===== config.mk =====
export PLATFORM = sky130hd
export DESIGN_NAME = upower_fetch_unit_flat
export DESIGN_NICKNAME = d
export VERILOG_FILES = /design/src/rtl/upower_fetch_unit_if.sv /design/src/rtl/upower_fetch_unit.sv /design/src/flat_wrapper.sv
export SDC_FILE = /design/constraint.sdc
export NUM_CORES = 1
export LEC_CHECK = 0
export CORE_MARGIN = 5
export CORE_UTILIZATION = 48
export CTS_CLUSTER_DIAMETER = 100
export DETAILED_ROUTE_END_ITERATION = 7
export GPL_TIMING_DRIVEN = 0
export PLACE_DENSITY = 0.82
export SYNTH_ARGS = -nofsm -noshare
export SYNTH_HDL_FRONTEND = slang
export SYNTH_SLANG_ARGS = --single-unit

===== constraint.sdc =====
create_clock -name clk -period 3.7 [get_ports clk]
set_input_delay 0.37 -clock clk [delete_from_list [all_inputs] [get_ports clk]]
set_output_delay 0.37 -clock clk [all_outputs]
set_load 0.005 [all_outputs]

===== src/rtl/upower_fetch_unit_if.sv =====
// Fetch-unit bus bundle: instruction-memory request/response, downstream
// redirect and the held-instruction handshake toward decode.
interface upower_fetch_unit_if;
  logic        imem_req;
  logic [31:0] imem_addr;
  logic        imem_ack;
  logic [31:0] imem_rdata;
  logic        redirect;
  logic [31:0] redirect_target;
  logic        instr_ready;
  logic        instr_valid;
  logic [31:0] instr;
  logic [5:0]  po;
  logic [31:0] pc_out;
  logic        fetch_err;

  // Fetch unit side
  modport master (
    output imem_req,
    output imem_addr,
    input  imem_ack,
    input  imem_rdata,
    input  redirect,
    input  redirect_target,
    input  instr_ready,
    output instr_valid,
    output instr,
    output po,
    output pc_out,
    output fetch_err
  );

  // Memory / pipeline side
  modport slave (
    input  imem_req,
    input  imem_addr,
    output imem_ack,
    output imem_rdata,
    output redirect,
    output redirect_target,
    output instr_ready,
    input  instr_valid,
    input  instr,
    input  po,
    input  pc_out,
    input  fetch_err
  );
endinterface


===== src/rtl/upower_fetch_unit.sv =====
// Instruction fetch unit: one outstanding fetch, one-deep instruction holding
// register, redirect support and a sticky memory-timeout error state.
// WAIT_LIMIT must be at least 1.
module upower_fetch_unit #(
  parameter logic [31:0] RESET_PC   = 32'h0000_0000,
  parameter int unsigned WAIT_LIMIT = 15
) (
  input logic                 clk,
  input logic                 rst_n,
  upower_fetch_unit_if.master bus
);

  localparam int unsigned WaitW = (WAIT_LIMIT < 2) ? 1 : $clog2(WAIT_LIMIT + 1);
  // Last count value that still allows another FETCH cycle
  localparam logic [WaitW-1:0] WaitLast = WaitW'(WAIT_LIMIT - 1);

  typedef enum logic [1:0] {
    StIdle,
    StFetch,
    StHold,
    StErr
  } state_e;

  state_e            state_q;
  logic [31:0]       pc_q;
  logic [WaitW-1:0]  wait_q;
  logic [31:0]       instr_q;
  logic [5:0]        po_q;
  logic [31:0]       pc_out_q;
  logic              err_q;
  logic [31:0]       target;

  // Redirect targets are word aligned; low two bits are dropped
  assign target = bus.redirect_target & ~32'h0000_0003;

  // FSM, PC, wait counter and holding register; redirect beats ack and ready
  always_ff @(posedge clk or negedge rst_n) begin
    if (!rst_n) begin
      state_q  <= StIdle;
      pc_q     <= RESET_PC;
      wait_q   <= '0;
      instr_q  <= '0;
      po_q     <= '0;
      pc_out_q <= '0;
      err_q    <= 1'b0;
    end else begin
      unique case (state_q)
        StIdle: begin
          state_q <= StFetch;
          wait_q  <= '0;
        end
        StFetch: begin
          if (bus.redirect) begin
            // Any coincident ack is dropped
            pc_q   <= target;
            wait_q <= '0;
          end else if (bus.imem_ack) begin
            instr_q  <= bus.imem_rdata;
            po_q     <= bus.imem_rdata[31:26];
            pc_out_q <= pc_q;
            pc_q     <= pc_q + 32'd4;
            wait_q   <= '0;
            state_q  <= StHold;
          end else if (wait_q == WaitLast) begin
            wait_q  <= wait_q + 1'b1;
            err_q   <= 1'b1;
            state_q <= StErr;
          end else begin
            wait_q <= wait_q + 1'b1;
          end
        end
        StHold: begin
          if (bus.redirect) begin
            pc_q    <= target;
            wait_q  <= '0;
            state_q <= StFetch;
          end else if (bus.instr_ready) begin
            wait_q  <= '0;
            state_q <= StFetch;
          end
        end
        StErr: begin
          err_q <= 1'b1;
        end
        default: begin
          state_q <= StIdle;
        end
      endcase
    end
  end

  // Outputs decoded from registered state only
  always_comb begin
    bus.imem_req    = (state_q == StFetch);
    bus.imem_addr   = pc_q;
    bus.instr_valid = (state_q == StHold);
    bus.instr       = instr_q;
    bus.po          = po_q;
    bus.pc_out      = pc_out_q;
    bus.fetch_err   = err_q;
  end

endmodule


===== src/flat_wrapper.sv =====
// flat-port wrapper written by rule: the top's interface ports become plain ports
module upower_fetch_unit_flat 
#(
  parameter logic [31:0] RESET_PC   = 32'h0000_0000,
  parameter int unsigned WAIT_LIMIT = 15
)
  (clk, rst_n, bus_imem_req, bus_imem_addr, bus_imem_ack, bus_imem_rdata, bus_redirect, bus_redirect_target, bus_instr_ready, bus_instr_valid, bus_instr, bus_po, bus_pc_out, bus_fetch_err);
  upower_fetch_unit_if bus_i ();
  input logic clk;
  input logic rst_n;
  output wire logic [$bits(bus_i.imem_req)-1:0] bus_imem_req;
  output wire logic [$bits(bus_i.imem_addr)-1:0] bus_imem_addr;
  input wire logic [$bits(bus_i.imem_ack)-1:0] bus_imem_ack;
  input wire logic [$bits(bus_i.imem_rdata)-1:0] bus_imem_rdata;
  input wire logic [$bits(bus_i.redirect)-1:0] bus_redirect;
  input wire logic [$bits(bus_i.redirect_target)-1:0] bus_redirect_target;
  input wire logic [$bits(bus_i.instr_ready)-1:0] bus_instr_ready;
  output wire logic [$bits(bus_i.instr_valid)-1:0] bus_instr_valid;
  output wire logic [$bits(bus_i.instr)-1:0] bus_instr;
  output wire logic [$bits(bus_i.po)-1:0] bus_po;
  output wire logic [$bits(bus_i.pc_out)-1:0] bus_pc_out;
  output wire logic [$bits(bus_i.fetch_err)-1:0] bus_fetch_err;
  assign bus_imem_req = bus_i.imem_req;
  assign bus_imem_addr = bus_i.imem_addr;
  assign bus_i.imem_ack = bus_imem_ack;
  assign bus_i.imem_rdata = bus_imem_rdata;
  assign bus_i.redirect = bus_redirect;
  assign bus_i.redirect_target = bus_redirect_target;
  assign bus_i.instr_ready = bus_instr_ready;
  assign bus_instr_valid = bus_i.instr_valid;
  assign bus_instr = bus_i.instr;
  assign bus_po = bus_i.po;
  assign bus_pc_out = bus_i.pc_out;
  assign bus_fetch_err = bus_i.fetch_err;
  upower_fetch_unit #(.RESET_PC(RESET_PC), .WAIT_LIMIT(WAIT_LIMIT)) u_core (.clk(clk), .rst_n(rst_n), .bus(bus_i));
endmodule

==> impl_metrics.prom, run 1 <==
# TYPE chip_impl_metric gauge
chip_impl_metric{name="clkLatencyLatePin",unit="ps"} 370
chip_impl_metric{name="design.die.area",unit="sq um"} 11760
chip_impl_metric{name="areaGrowthSynthToFinish",unit="%"} 44.58
chip_impl_metric{name="num_rows",unit=""} 36
chip_impl_info{name="critical_path.top_delay_family",value="simple AND/OR/NAND/NOR gates"} 1
chip_impl_info{name="critical_path.cell_chain",value="ha_1 -> nand3_1 -> or4_4 -> nor3_1 -> a311oi_1 -> a311oi_1"} 1
chip_impl_info{name="mostFrequentLayoutCell",value="clkdlybuf4s50_1"} 1
chip_impl_metric{name="timing.critical_path.fanout_max",unit=""} 8
chip_impl_metric{name="part_of_the_yosys_area_used_for_sequential_elements",unit=""} 0.5327
chip_impl_metric{name="synth.ff_latch_count",unit=""} 99
chip_impl_metric{name="tightest_slew",unit="ps"} 938.9
chip_impl_metric{name="worst_voltage_drop_across_the_vdd_grid",unit="mV"} 0.3029
chip_impl_metric{name="p_leak",unit="uW"} 0.002860
chip_impl_info{name="most-common-layout-cells",value="clkdlybuf4s50_1, dfrtp_1, mux2_2"} 1
chip_impl_metric{name="hold_viol",unit=""} 0
chip_impl_metric{name="drt.antenna.violating_nets",unit=""} 0
chip_impl_metric{name="drt-pass1-iter-count",unit=""} 7
chip_impl_metric{name="grt.total_usage",unit=""} 0.2423
chip_impl_metric{name="timing.critical_path.arrival",unit="ps"} 2760
chip_impl_metric{name="sum_of_buffers_and_inverters_on_the_critical_path",unit=""} 0
chip_impl_metric{name="final.period_utilization",unit=""} 0.6722
chip_impl_info{name="unrepaired_setup_endpoints_after_global_routing",value="false"} 1
chip_impl_metric{name="quantity_of_i_o_buffers_inserted_on_ports",unit=""} 166
chip_impl_metric{name="grt_pass1_vias",unit=""} 4296
chip_impl_metric{name="post-route-min-period",unit="ps"} 2487
chip_impl_info{name="worstSetupEndpointType",value="flip-flop"} 1
chip_impl_metric{name="ctsHoldBuffers",unit=""} 0
chip_impl_metric{name="postSynthCellCount",unit=""} 429
chip_impl_metric{name="cts.repair_timing.setup_buffer_count",unit=""} 0
chip_impl_metric{name="maxCapViolCount",unit=""} 0
chip_impl_metric{name="dr.first_iter.drc_count",unit=""} 268
chip_impl_info{name="ctsRootBufferMaster",value="clkbuf_8"} 1
chip_impl_info{name="yosys_most_used_dff",value="dfrtp_1"} 1
chip_impl_metric{name="die-width",unit="um"} 108.4
chip_impl_metric{name="n_antenna_cell",unit=""} 0
chip_impl_metric{name="setup_viol",unit=""} 0
chip_impl_metric{name="total_count_of_max_transition_violations_in_the_final_report",unit=""} 0
chip_impl_metric{name="totalWireLength",unit="mm"} 13.84
chip_impl_metric{name="final.setup_skew",unit="ps"} 8.652
chip_impl_metric{name="start_util",unit=""} 0.4847
chip_impl_metric{name="drt-wirelength-per-cell",unit="um"} 18.51
chip_impl_metric{name="route.vias.total",unit=""} 4266
chip_impl_metric{name="pin_count",unit=""} 174
chip_impl_metric{name="place_inst",unit=""} 732
chip_impl_info{name="worst_path_max_delay_cell",value="nor3_1"} 1
chip_impl_metric{name="synthesis.area",unit="sq um"} 4651
chip_impl_metric{name="clk_pin_slew",unit="ps"} 90
chip_impl_metric{name="placeableCoreArea",unit="sq um"} 9594
chip_impl_info{name="min_path_type",value="in -> async"} 1
chip_impl_info{name="critical-path-top-cell-by-count",value="a311oi_1"} 1
chip_impl_info{name="critical_path.startpoint_type",value="flip-flop"} 1
chip_impl_metric{name="wire_length_of_the_first_global_routing_pass",unit="mm"} 22.18
chip_impl_metric{name="drive_gt1_frac",unit=""} 0.1561
chip_impl_metric{name="cts.path.max_buffers",unit=""} 2
chip_impl_metric{name="grt_start_max_net_pins",unit=""} 55
chip_impl_metric{name="timing.critical_path.slowest_cell_delay",unit="ps"} 500
chip_impl_metric{name="power_density_of_the_placed_cells",unit="nW/um^2"} 547.2
chip_impl_metric{name="post_drt_via_cell_ratio",unit=""} 5.703
chip_impl_metric{name="finalNetCount",unit=""} 682
chip_impl_metric{name="total_negative_setup_slack",unit="ps"} 0
chip_impl_metric{name="grt-ovfl-total",unit=""} 0
chip_impl_metric{name="max_slew_margin",unit=""} 0.3693
chip_impl_metric{name="place.detailed.hpwl",unit="mm"} 10.29
chip_impl_metric{name="tritoncts.num_buffers",unit=""} 9
chip_impl_metric{name="initial_antenna_violation_count",unit=""} 0
chip_impl_metric{name="synth-edff-count",unit=""} 0
chip_impl_metric{name="drc_errors",unit=""} 0
chip_impl_info{name="run_status",value="completed"} 1
chip_impl_metric{name="ys_warns",unit=""} 0
chip_impl_metric{name="timing.critical_path.required",unit="ps"} 3970
chip_impl_metric{name="postSynth.asyncResetShare",unit=""} 1.000
chip_impl_metric{name="max_clock_freq",unit="MHz"} 402.1
chip_impl_metric{name="final_cell_count_no_fill",unit=""} 748
chip_impl_metric{name="synthesis.area_per_instance",unit="sq um"} 10.84
chip_impl_info{name="clock_tree_from_tritoncts",value="yes"} 1
chip_impl_metric{name="ctsHtreeMaxLevel",unit=""} 3
chip_impl_info{name="timing_worst_setup_path_type",value="reg -> reg"} 1
chip_impl_metric{name="r2r_setup_slack",unit="ps"} 1210
chip_impl_metric{name="chipHeight",unit="um"} 108.4
chip_impl_metric{name="cts.sinks",unit=""} 99
chip_impl_metric{name="place_congestion",unit=""} 0.9300
chip_impl_metric{name="ys_types",unit=""} 48
chip_impl_metric{name="cts-resized-gates",unit=""} 0
[Yosys cell counts, types with 9 or more instances]
library cell	count	area (sq um)
a21oi_1	36	180.2
buf_4	10	75.07
clkbuf_1	15	56.30
dfrtp_1	99	2477
mux2_2	59	664.4
nand2_1	36	135.1
nand3_1	16	80.08
nand4_1	12	75.07
nor2_1	19	71.32
o21ai_0	29	145.1
o22ai_1	9	56.30
or3_1	9	56.30
[power by group]
part           switching [uW]  leakage [uW]  internal [uW]
logic                     462       0.00149            787
clock network             377      0.000103            380
registers                 317       0.00127           1360
[state kept, by name (all words and copies together) (netlist names)]
register              flops
u_core.bus.pc_out        30
u_core.bus.instr         26
u_core.bus.fetch_err      1
u_core.wait_q             4
u_core.state_q            2
u_core.bus.imem_addr     30
u_core.bus.po             6
[worst paths after layout]
path | start | endpoint | cells after the start
max | u_core.bus.imem_addr[2] | u_core.bus.imem_addr[30] | 6
min reg2reg | u_core.bus.fetch_err | u_core.bus.fetch_err | 1
min | rst_n | u_core.bus.pc_out[16] | 1
min in group clk | bus_redirect | u_core.state_q[1] | 2
max in group asynchronous | rst_n | u_core.bus.instr[6] | 2
max reg2reg | u_core.bus.imem_addr[2] | u_core.bus.imem_addr[30] | 6
[kinds of logic after synthesis]
logic type                 after synthesis  share of synthesized area
AOI/OAI and AO/OA                      104                     0.1361
DFF                                     99                     0.5327
other                                    1                  0.0008063
buffers and inverters                   40                    0.04170
adders and majority gates                3                   0.008072
and+or+nand+nor                        120                     0.1316
xor gates and xnor gates                 1                   0.001884
muxes                                   61                     0.1472
[stage by stage]
stage          utilization  power [uW]  area, sq um  setup slack, ps  hold slack [ps]
5_1_grt             0.7008        3894         6724             1032            37.01
3_3_place_gp        0.6764        2886         6490            -1398            444.8
6_report            0.7008        3679         6724             1213            12.73
3_5_place_dp        0.6791        2937         6515             1040            427.4
2_1_floorplan            -        2071         4662             1730            74.41
4_1_cts             0.7008        3690         6724             1254            24.47
[layout make-up]
cell class | instances | area, sq um
multi-input combinational | 293 | 1991
tap | 133 | 166.4
inverter | 7 | 26.28
timing repair buffer | 167 | 1687
clock inverter | 5 | 77.57
sequential | 99 | 2477
fill | 735 | 2870
buffer | 33 | 167.7
clock buffer | 11 | 131.4
[per-layer routing]
layer	global-route usage	wire length (um)	vias to the layer above
met2	0.3817	6686	229
met4	0.1046	437	0
met5	0	0	-
li1	-	-	1924
met3	0.04657	1061	42
met1	0.3271	5656	2071
No activity file was read; power rests on OpenSTA's default activity.
==> run 2: changes to the inputs <==
--- a/config.mk
+++ b/config.mk
@@ -6,11 +6,11 @@
 export NUM_CORES = 1
 export LEC_CHECK = 0
 export CORE_MARGIN = 5
-export CORE_UTILIZATION = 48
+export CORE_UTILIZATION = 45
 export CTS_CLUSTER_DIAMETER = 100
 export DETAILED_ROUTE_END_ITERATION = 7
 export GPL_TIMING_DRIVEN = 0
-export PLACE_DENSITY = 0.82
+export PLACE_DENSITY = 0.77
 export SYNTH_ARGS = -nofsm -noshare
 export SYNTH_HDL_FRONTEND = slang
 export SYNTH_SLANG_ARGS = --single-unit
==> constraint.sdc (replaced) <==
create_clock -name clk -period 2.3 [get_ports clk]
set_input_delay 0.23 -clock clk [delete_from_list [all_inputs] [get_ports clk]]
set_output_delay 0.23 -clock clk [all_outputs]
set_load 0.005 [all_outputs]
==> run 2 against run 1 <==
Compared with the run above: maximum frequency increased by 15%; die area increased by 6.0%; wire length grew 2.5%; critical path depth unchanged; sequential power grew 63%; global-route usage is 1.7 points lower; critical path type unchanged; critical endpoint is now u_core.bus.imem_addr[22].
==> impl_metrics.prom, run 2 (synthesis gave the netlist of run 1 again) <==
# TYPE chip_impl_metric gauge
chip_impl_metric{name="timing.critical_path.fanout_max",unit=""} 8
chip_impl_metric{name="clk_pin_slew",unit="ps"} 90
chip_impl_metric{name="totalWireLength",unit="mm"} 14.19
chip_impl_info{name="unrepaired_setup_endpoints_after_global_routing",value="true"} 1
chip_impl_metric{name="grt.total_usage",unit=""} 0.2251
chip_impl_metric{name="timing.critical_path.required",unit="ps"} 2590
chip_impl_metric{name="placeableCoreArea",unit="sq um"} 10180
chip_impl_metric{name="tightest_slew",unit="ps"} 783.5
chip_impl_metric{name="num_rows",unit=""} 37
chip_impl_metric{name="seqCellArea",unit="sq um"} 2480
chip_impl_metric{name="finalNetCount",unit=""} 682
chip_impl_metric{name="start_util",unit=""} 0.4566
chip_impl_metric{name="initial_antenna_violation_count",unit=""} 0
chip_impl_metric{name="clock_power_share",unit=""} 0.212
chip_impl_metric{name="ctsHtreeMaxLevel",unit=""} 3
chip_impl_metric{name="final.period_utilization",unit=""} 0.9410
chip_impl_metric{name="final.setup_skew",unit="ps"} 8.419
chip_impl_metric{name="total_count_of_max_transition_violations_in_the_final_report",unit=""} 0
chip_impl_metric{name="areaGrowthSynthToFinish",unit="%"} 46.03
chip_impl_metric{name="place_inst",unit=""} 735
chip_impl_metric{name="pre_cts_ws",unit="ps"} -246.3
chip_impl_metric{name="internal-power",unit="uW"} 4121
chip_impl_metric{name="whs",unit="ps"} 292.9
chip_impl_metric{name="finalWorstSetupSlack",unit="ps"} 135.6
chip_impl_metric{name="cts.sinks",unit=""} 99
chip_impl_metric{name="power_density_of_the_placed_cells",unit="nW/um^2"} 883.9
chip_impl_metric{name="sequentialPowerShare",unit=""} 0.454
chip_impl_info{name="critical_path.top_delay_family",value="simple AND/OR/NAND/NOR gates"} 1
chip_impl_info{name="mostFrequentLayoutCell",value="clkdlybuf4s50_1"} 1
chip_impl_metric{name="drt-pass1-iter-count",unit=""} 8
chip_impl_metric{name="tritoncts.num_buffers",unit=""} 9
chip_impl_metric{name="timing.critical_path.slowest_cell_delay",unit="ps"} 480
chip_impl_metric{name="post-route-min-period",unit="ps"} 2164
chip_impl_info{name="clock_tree_from_tritoncts",value="yes"} 1
chip_impl_metric{name="post_drt_via_cell_ratio",unit=""} 5.718
chip_impl_info{name="critical_path.cell_chain",value="ha_2 -> nand3_2 -> or4_4 -> or3_1 -> a21oi_1 -> a2bb2oi_1"} 1
chip_impl_metric{name="dr.first_iter.drc_count",unit=""} 321
chip_impl_info{name="ctsRootBufferMaster",value="clkbuf_8"} 1
chip_impl_metric{name="fill_cells",unit=""} 820
chip_impl_metric{name="switching_power",unit="uW"} 1882
chip_impl_metric{name="wire_length_of_the_first_global_routing_pass",unit="mm"} 22.70
chip_impl_metric{name="route.vias.total",unit=""} 4294
chip_impl_metric{name="place.detailed.hpwl",unit="mm"} 10.37
chip_impl_metric{name="p_leak",unit="uW"} 0.002900
chip_impl_metric{name="final_cell_count_no_fill",unit=""} 751
chip_impl_metric{name="drt.antenna.violating_nets",unit=""} 0
chip_impl_metric{name="design.die.area",unit="sq um"} 12470
chip_impl_metric{name="pwr-share-comb",unit=""} 0.334
chip_impl_info{name="run_status",value="completed"} 1
chip_impl_metric{name="swShare",unit=""} 0.3135
chip_impl_metric{name="n_antenna_cell",unit=""} 0
chip_impl_metric{name="place_congestion",unit=""} 0.9443
chip_impl_metric{name="clkLatencyLatePin",unit="ps"} 370
chip_impl_info{name="critical_path.startpoint_type",value="flip-flop"} 1
chip_impl_metric{name="drc_errors",unit=""} 0
chip_impl_metric{name="timing.critical_path.arrival",unit="ps"} 2460
chip_impl_metric{name="drt-wirelength-per-cell",unit="um"} 18.90
chip_impl_info{name="worstSetupEndpointType",value="flip-flop"} 1
chip_impl_metric{name="setup_viol",unit=""} 0
chip_impl_info{name="timing_worst_setup_path_type",value="reg -> reg"} 1
chip_impl_metric{name="hold_viol",unit=""} 0
chip_impl_metric{name="max_clock_freq",unit="MHz"} 462.0
chip_impl_metric{name="die-width",unit="um"} 111.7
chip_impl_metric{name="max_slew_margin",unit=""} 0.4777
chip_impl_metric{name="drive_gt1_frac",unit=""} 0.1821
chip_impl_metric{name="cts.path.max_buffers",unit=""} 2
chip_impl_metric{name="pin_count",unit=""} 174
chip_impl_info{name="min_path_type",value="in -> reg"} 1
chip_impl_metric{name="maxCapViolCount",unit=""} 0
chip_impl_info{name="most-common-layout-cells",value="clkdlybuf4s50_1, dfrtp_1, mux2_2"} 1
chip_impl_metric{name="chipHeight",unit="um"} 111.7
chip_impl_info{name="worst_path_max_delay_cell",value="or4_4"} 1
chip_impl_metric{name="grt-ovfl-total",unit=""} 0
chip_impl_metric{name="multi_input_area",unit="sq um"} 2032
chip_impl_metric{name="quantity_of_i_o_buffers_inserted_on_ports",unit=""} 166
chip_impl_metric{name="grt_pass1_vias",unit=""} 4362
chip_impl_metric{name="sum_of_buffers_and_inverters_on_the_critical_path",unit=""} 0
chip_impl_metric{name="grt_start_max_net_pins",unit=""} 59
chip_impl_metric{name="worst_voltage_drop_across_the_vdd_grid",unit="mV"} 0.4783
[run 2: cell types whose count changed in the layout (fill, tap and decap cells not counted), sizes merged]
cell	change
buf	-1
clkinv	+1
clkinvlp	-1
dlygate4sd3	+1
[run 2: final timing paths]
check | startpoint | to | slack, ps | depth (start not counted)
min reg2reg | u_core.bus.fetch_err | u_core.bus.fetch_err | 470 | 1
max | u_core.bus.imem_addr[2] | u_core.bus.imem_addr[22] | 140 | 6
max in group asynchronous | rst_n | u_core.bus.imem_addr[17] | 1110 | 3
max reg2reg | u_core.bus.imem_addr[2] | u_core.bus.imem_addr[22] | 140 | 6
min in group asynchronous | rst_n | u_core.bus.instr[11] | 510 | 2
min | bus_redirect | u_core.state_q[1] | 290 | 2
[run 2: through the flow]
step	TNS (ps)	util	area, sq um	power (uW)
floorplan	0	-	4662	3332
global placement	-267970	0.6376	6494	4648
detailed placement	-4055	0.6393	6511	4723
CTS	0	0.6640	6763	6010
global route	-4.094	0.6668	6792	6334
finish	0	0.6668	6792	6003
[run 2: repair_timing]
action                                 4_1_cts  5_1_grt
setup endpoints to repair                   21       28
endpoints found under the hold margin       57        0
hold buffers                                 1        0
gates resized for setup                      5       12
setup buffers                                0        0
[run 2: routing by layer]
layer  global-route usage  vias to the layer above  part of all wire
met1               0.2910                     2099              0.40
met5                    0                        -                 0
met4              0.08597                        0             0.024
met2               0.3753                      236              0.50
met3              0.04348                       36             0.074
li1                     -                     1923                 -
[run 2: cell type report]
type	count	share of cell area
multi-input cells	293	0.2992
flip-flops and latches	99	0.3651
well taps	136	0.02506
clock inverters	5	0.01105
repair buffers	168	0.2487
inverters	7	0.003869
clock buffers	11	0.02229
plain buffers	32	0.02469
[run 2: worst reg2reg max path, stage by stage (launching register included)]
cell and delay [ps]:
dfrtp_2 460, ha_2 260, nand3_2 160, or4_4 480
or3_1 400, a21oi_1 160, a2bb2oi_1 160
[run 2: power groups by stage]
stage	sequential [uW]	clock, uW	combinational [uW]
detailed placement	2720	0	2010
finish	2730	1270	2000
global placement	2690	0	1960
CTS	2690	1290	2030
global route	2800	1370	2160
floorplan	2640	0	695
==> run 3: changes to the inputs <==
--- a/config.mk
+++ b/config.mk
@@ -5,11 +5,13 @@
 export SDC_FILE = /design/constraint.sdc
 export NUM_CORES = 1
 export LEC_CHECK = 0
+export ABC_AREA = 1
 export CORE_MARGIN = 5
-export CORE_UTILIZATION = 45
+export CORE_UTILIZATION = 46
 export CTS_CLUSTER_DIAMETER = 100
 export DETAILED_ROUTE_END_ITERATION = 7
 export GPL_TIMING_DRIVEN = 0
+export MAX_ROUTING_LAYER = met4
 export PLACE_DENSITY = 0.77
 export SYNTH_ARGS = -nofsm -noshare
 export SYNTH_HDL_FRONTEND = slang
==> run 3 against run 2 <==
Compared with the run above: clock skew up 1.5 ps; critical path depth fell by 2; synthesized area up 9.0%; largest cell class unchanged.
==> impl_metrics.prom, run 3 <==
# TYPE chip_impl_metric gauge
chip_impl_metric{name="drc_errors",unit=""} 0
chip_impl_info{name="min_path_type",value="in -> reg"} 1
chip_impl_metric{name="fin_area",unit="sq um"} 7163
chip_impl_metric{name="worst_voltage_drop_across_the_vdd_grid",unit="mV"} 0.6512
chip_impl_metric{name="timing.critical_path.arrival",unit="ps"} 1560
chip_impl_metric{name="wire_length_of_the_first_global_routing_pass",unit="mm"} 25.81
chip_impl_metric{name="grt_start_max_net_pins",unit=""} 53
chip_impl_metric{name="setup_viol",unit=""} 0
chip_impl_metric{name="postSynth.asyncResetShare",unit=""} 1.000
chip_impl_metric{name="clk_pin_slew",unit="ps"} 90
chip_impl_info{name="worst_r2r_startpoint",value="u_core.bus.imem_addr[3]"} 1
chip_impl_metric{name="hold_viol",unit=""} 0
chip_impl_metric{name="total_count_of_max_transition_violations_in_the_final_report",unit=""} 0
chip_impl_metric{name="placeableCoreArea",unit="sq um"} 10840
chip_impl_metric{name="dpl-instance-area",unit="sq um"} 6950
chip_impl_metric{name="place_congestion",unit=""} 0.9045
chip_impl_metric{name="pin_count",unit=""} 174
chip_impl_metric{name="synth.top_cell.area_share",unit=""} 0.4889
chip_impl_metric{name="drt-pass1-iter-count",unit=""} 5
chip_impl_metric{name="power_density_of_the_placed_cells",unit="nW/um^2"} 1248
chip_impl_metric{name="num_rows",unit=""} 38
chip_impl_metric{name="maxCapViolCount",unit=""} 0
chip_impl_metric{name="ys_warns",unit=""} 0
chip_impl_metric{name="synthesis.area_per_instance",unit="sq um"} 7.376
chip_impl_metric{name="n_antenna_cell",unit=""} 0
chip_impl_metric{name="synth-edff-count",unit=""} 0
chip_impl_metric{name="areaGrowthSynthToFinish",unit="%"} 41.36
chip_impl_metric{name="ctsHtreeMaxLevel",unit=""} 3
chip_impl_metric{name="cts.sinks",unit=""} 99
chip_impl_metric{name="start_util",unit=""} 0.4675
chip_impl_metric{name="grt_pass1_vias",unit=""} 4958
chip_impl_info{name="synthDominantAreaCellType",value="dfrtp_1"} 1
chip_impl_metric{name="timing.critical_path.required",unit="ps"} 2070
chip_impl_metric{name="drt-wirelength-per-cell",unit="um"} 16.12
chip_impl_info{name="yosys_most_used_dff",value="dfrtp_1"} 1
chip_impl_metric{name="die-width",unit="um"} 115.0
chip_impl_metric{name="synthesis.area",unit="sq um"} 5067
chip_impl_metric{name="timing.critical_path.fanout_max",unit=""} 5
chip_impl_info{name="synthMostInstantiatedCell",value="nand2_1"} 1
chip_impl_metric{name="tightest_slew",unit="ps"} 650.1
chip_impl_metric{name="initial_antenna_violation_count",unit=""} 0
chip_impl_info{name="timing_worst_setup_path_type",value="reg -> out"} 1
chip_impl_metric{name="grt-ovfl-total",unit=""} 0
chip_impl_info{name="run_status",value="completed"} 1
chip_impl_info{name="launch_instance_of_the_worst_min_delay_path",value="bus_imem_rdata[4]"} 1
chip_impl_metric{name="final_cell_count_no_fill",unit=""} 1014
chip_impl_metric{name="clkLatencyLatePin",unit="ps"} 370
chip_impl_metric{name="cts.path.max_buffers",unit=""} 2
chip_impl_metric{name="post-route-min-period",unit="ps"} 1791
chip_impl_metric{name="ys_types",unit=""} 28
chip_impl_info{name="synth_top_cells_by_count",value="nand2_1, dfrtp_1, nor2_1"} 1
chip_impl_metric{name="final.setup_skew",unit="ps"} 9.889
chip_impl_metric{name="part_of_the_yosys_area_used_for_sequential_elements",unit=""} 0.4889
chip_impl_metric{name="place.detailed.hpwl",unit="mm"} 12.77
chip_impl_metric{name="postSynthCellCount",unit=""} 687
chip_impl_metric{name="quantity_of_i_o_buffers_inserted_on_ports",unit=""} 167
chip_impl_metric{name="route.vias.total",unit=""} 5127
chip_impl_metric{name="fill_cells",unit=""} 947
chip_impl_metric{name="drive_gt1_frac",unit=""} 0.07094
chip_impl_metric{name="p_leak",unit="uW"} 0.003354
chip_impl_metric{name="grt.total_usage",unit=""} 0.2574
chip_impl_metric{name="totalWireLength",unit="mm"} 16.35
chip_impl_info{name="ctsRootBufferMaster",value="clkbuf_8"} 1
chip_impl_metric{name="dr.first_iter.drc_count",unit=""} 343
chip_impl_metric{name="tritoncts.num_buffers",unit=""} 9
chip_impl_info{name="unrepaired_setup_endpoints_after_global_routing",value="false"} 1
chip_impl_metric{name="post_drt_via_cell_ratio",unit=""} 5.056
chip_impl_metric{name="design.die.area",unit="sq um"} 13210
chip_impl_info{name="startpoint",value="u_core.state_q[1]"} 1
chip_impl_metric{name="drt.antenna.violating_nets",unit=""} 0
chip_impl_info{name="critical_path.startpoint_type",value="flip-flop"} 1
chip_impl_info{name="synthTopCellsByArea",value="dfrtp_1, nand2_1, nor2_1"} 1
chip_impl_metric{name="place_inst",unit=""} 998
chip_impl_metric{name="finalNetCount",unit=""} 942
chip_impl_metric{name="chipHeight",unit="um"} 115.0
chip_impl_metric{name="final.period_utilization",unit=""} 0.7789
chip_impl_metric{name="max_slew_margin",unit=""} 0.5666
chip_impl_metric{name="total_power",unit="uW"} 8936
chip_impl_metric{name="synth.ff_latch_count",unit=""} 99
chip_impl_info{name="most-common-layout-cells",value="nand2_1, clkdlybuf4s50_1, dfrtp_1"} 1
chip_impl_metric{name="max_clock_freq",unit="MHz"} 558.2
chip_impl_info{name="clock_tree_from_tritoncts",value="yes"} 1
chip_impl_info{name="mostFrequentLayoutCell",value="nand2_1"} 1
chip_impl_info{name="worstSetupEndpointType",value="output pin"} 1
==> run 3: changes by cell type in the layout (fill, tap and decap cells not counted), moves of 7 or more <==
cell / change
inv_1: +33
o21ai_0: +14
nand2_1: +250
nand3_1: +19
buf_6: +7
or3_1: -9
nand4_1: -7
clkbuf_1: -9
and3_1: -7
mux2_2: -59
nor2_1: +69
a21oi_1: -21
==> run 3: power breakdown <==
part	switching, uW	internal [uW]
Sequential	805	2570
Clock	613	562
Combinational	2030	2360
Total	3450	5480
==> run 3: worst paths after layout <==
| kind | end | slack, ps | cells past startpoint |
|---|---|---|---|
| setup / recovery | bus_imem_req | 510 | 4 |
| hold / removal | u_core.bus.instr[4] | 400 | 3 |
| setup reg to reg | u_core.bus.imem_addr[20] | 530 | 9 |
| hold reg to reg | u_core.bus.pc_out[3] | 480 | 2 |
| max in group asynchronous | u_core.bus.fetch_err | 1190 | 3 |
| min in group asynchronous | u_core.bus.pc_out[18] | 430 | 2 |
==> run 3: critical path, stage by stage, from the launching register on <==
cell and delay, ps:
dfrtp_1 430, inv_2 90, nand2_2 70, inv_2 100, clkdlybuf4s50_1 510
==> run 3: area by class of cell <==
cell class,instances,area [sq um],share of cell area
Timing Repair Buffer,169,1707,0.2383
Clock buffer,12,155.1,0.02166
Sequential cell,99,2477,0.3459
Multi-Input combinational cell,512,2183,0.3048
Inverter,44,165.2,0.02306
Buffer,35,252.7,0.03528
Tap cell,140,175.2,0.02445
Clock inverter,3,47.55,0.006638
==> run 3: per-layer routing <==
metal  up-vias  share of wire  track usage
li1       2504              -            -
met1      2391           0.45       0.3667
met2       210           0.46       0.3831
met3        22          0.072      0.03842
met4         0          0.019      0.07590
met5         -              0            -
==> run 3: logic make-up (layout without fill, tap and decap cells) <==
group | count (synthesis) | count (layout) | synth area share
other cells | 1 | 4 | 0.0007400
simple gates | 427 | 427 | 0.3368
compound gates | 75 | 75 | 0.07852
fa+ha+maj | 3 | 3 | 0.007408
buf+inv | 79 | 263 | 0.08247
flops | 99 | 99 | 0.4889
xor+xnor | 3 | 3 | 0.005186
==> run 3: stage by stage <==
stage	utilization	hold WS, ps	worst slack [ps]	setup TNS [ps]
final	0.6608	396.8	508.5	0
after global routing	0.6608	399.6	321.7	0
after CTS	0.6608	386.2	490.0	0
after detailed placement	0.6412	303.0	409.2	0
after global placement	0.6389	452.3	-2734	-269650
after floorplan	-	-65.59	846.4	0
==> run 3: what timing repair did <==
action,in CTS,in global routing
resized for setup,0,0
hold endpoints to repair,47,0
hold buffers,1,0
buffers inserted,0,0
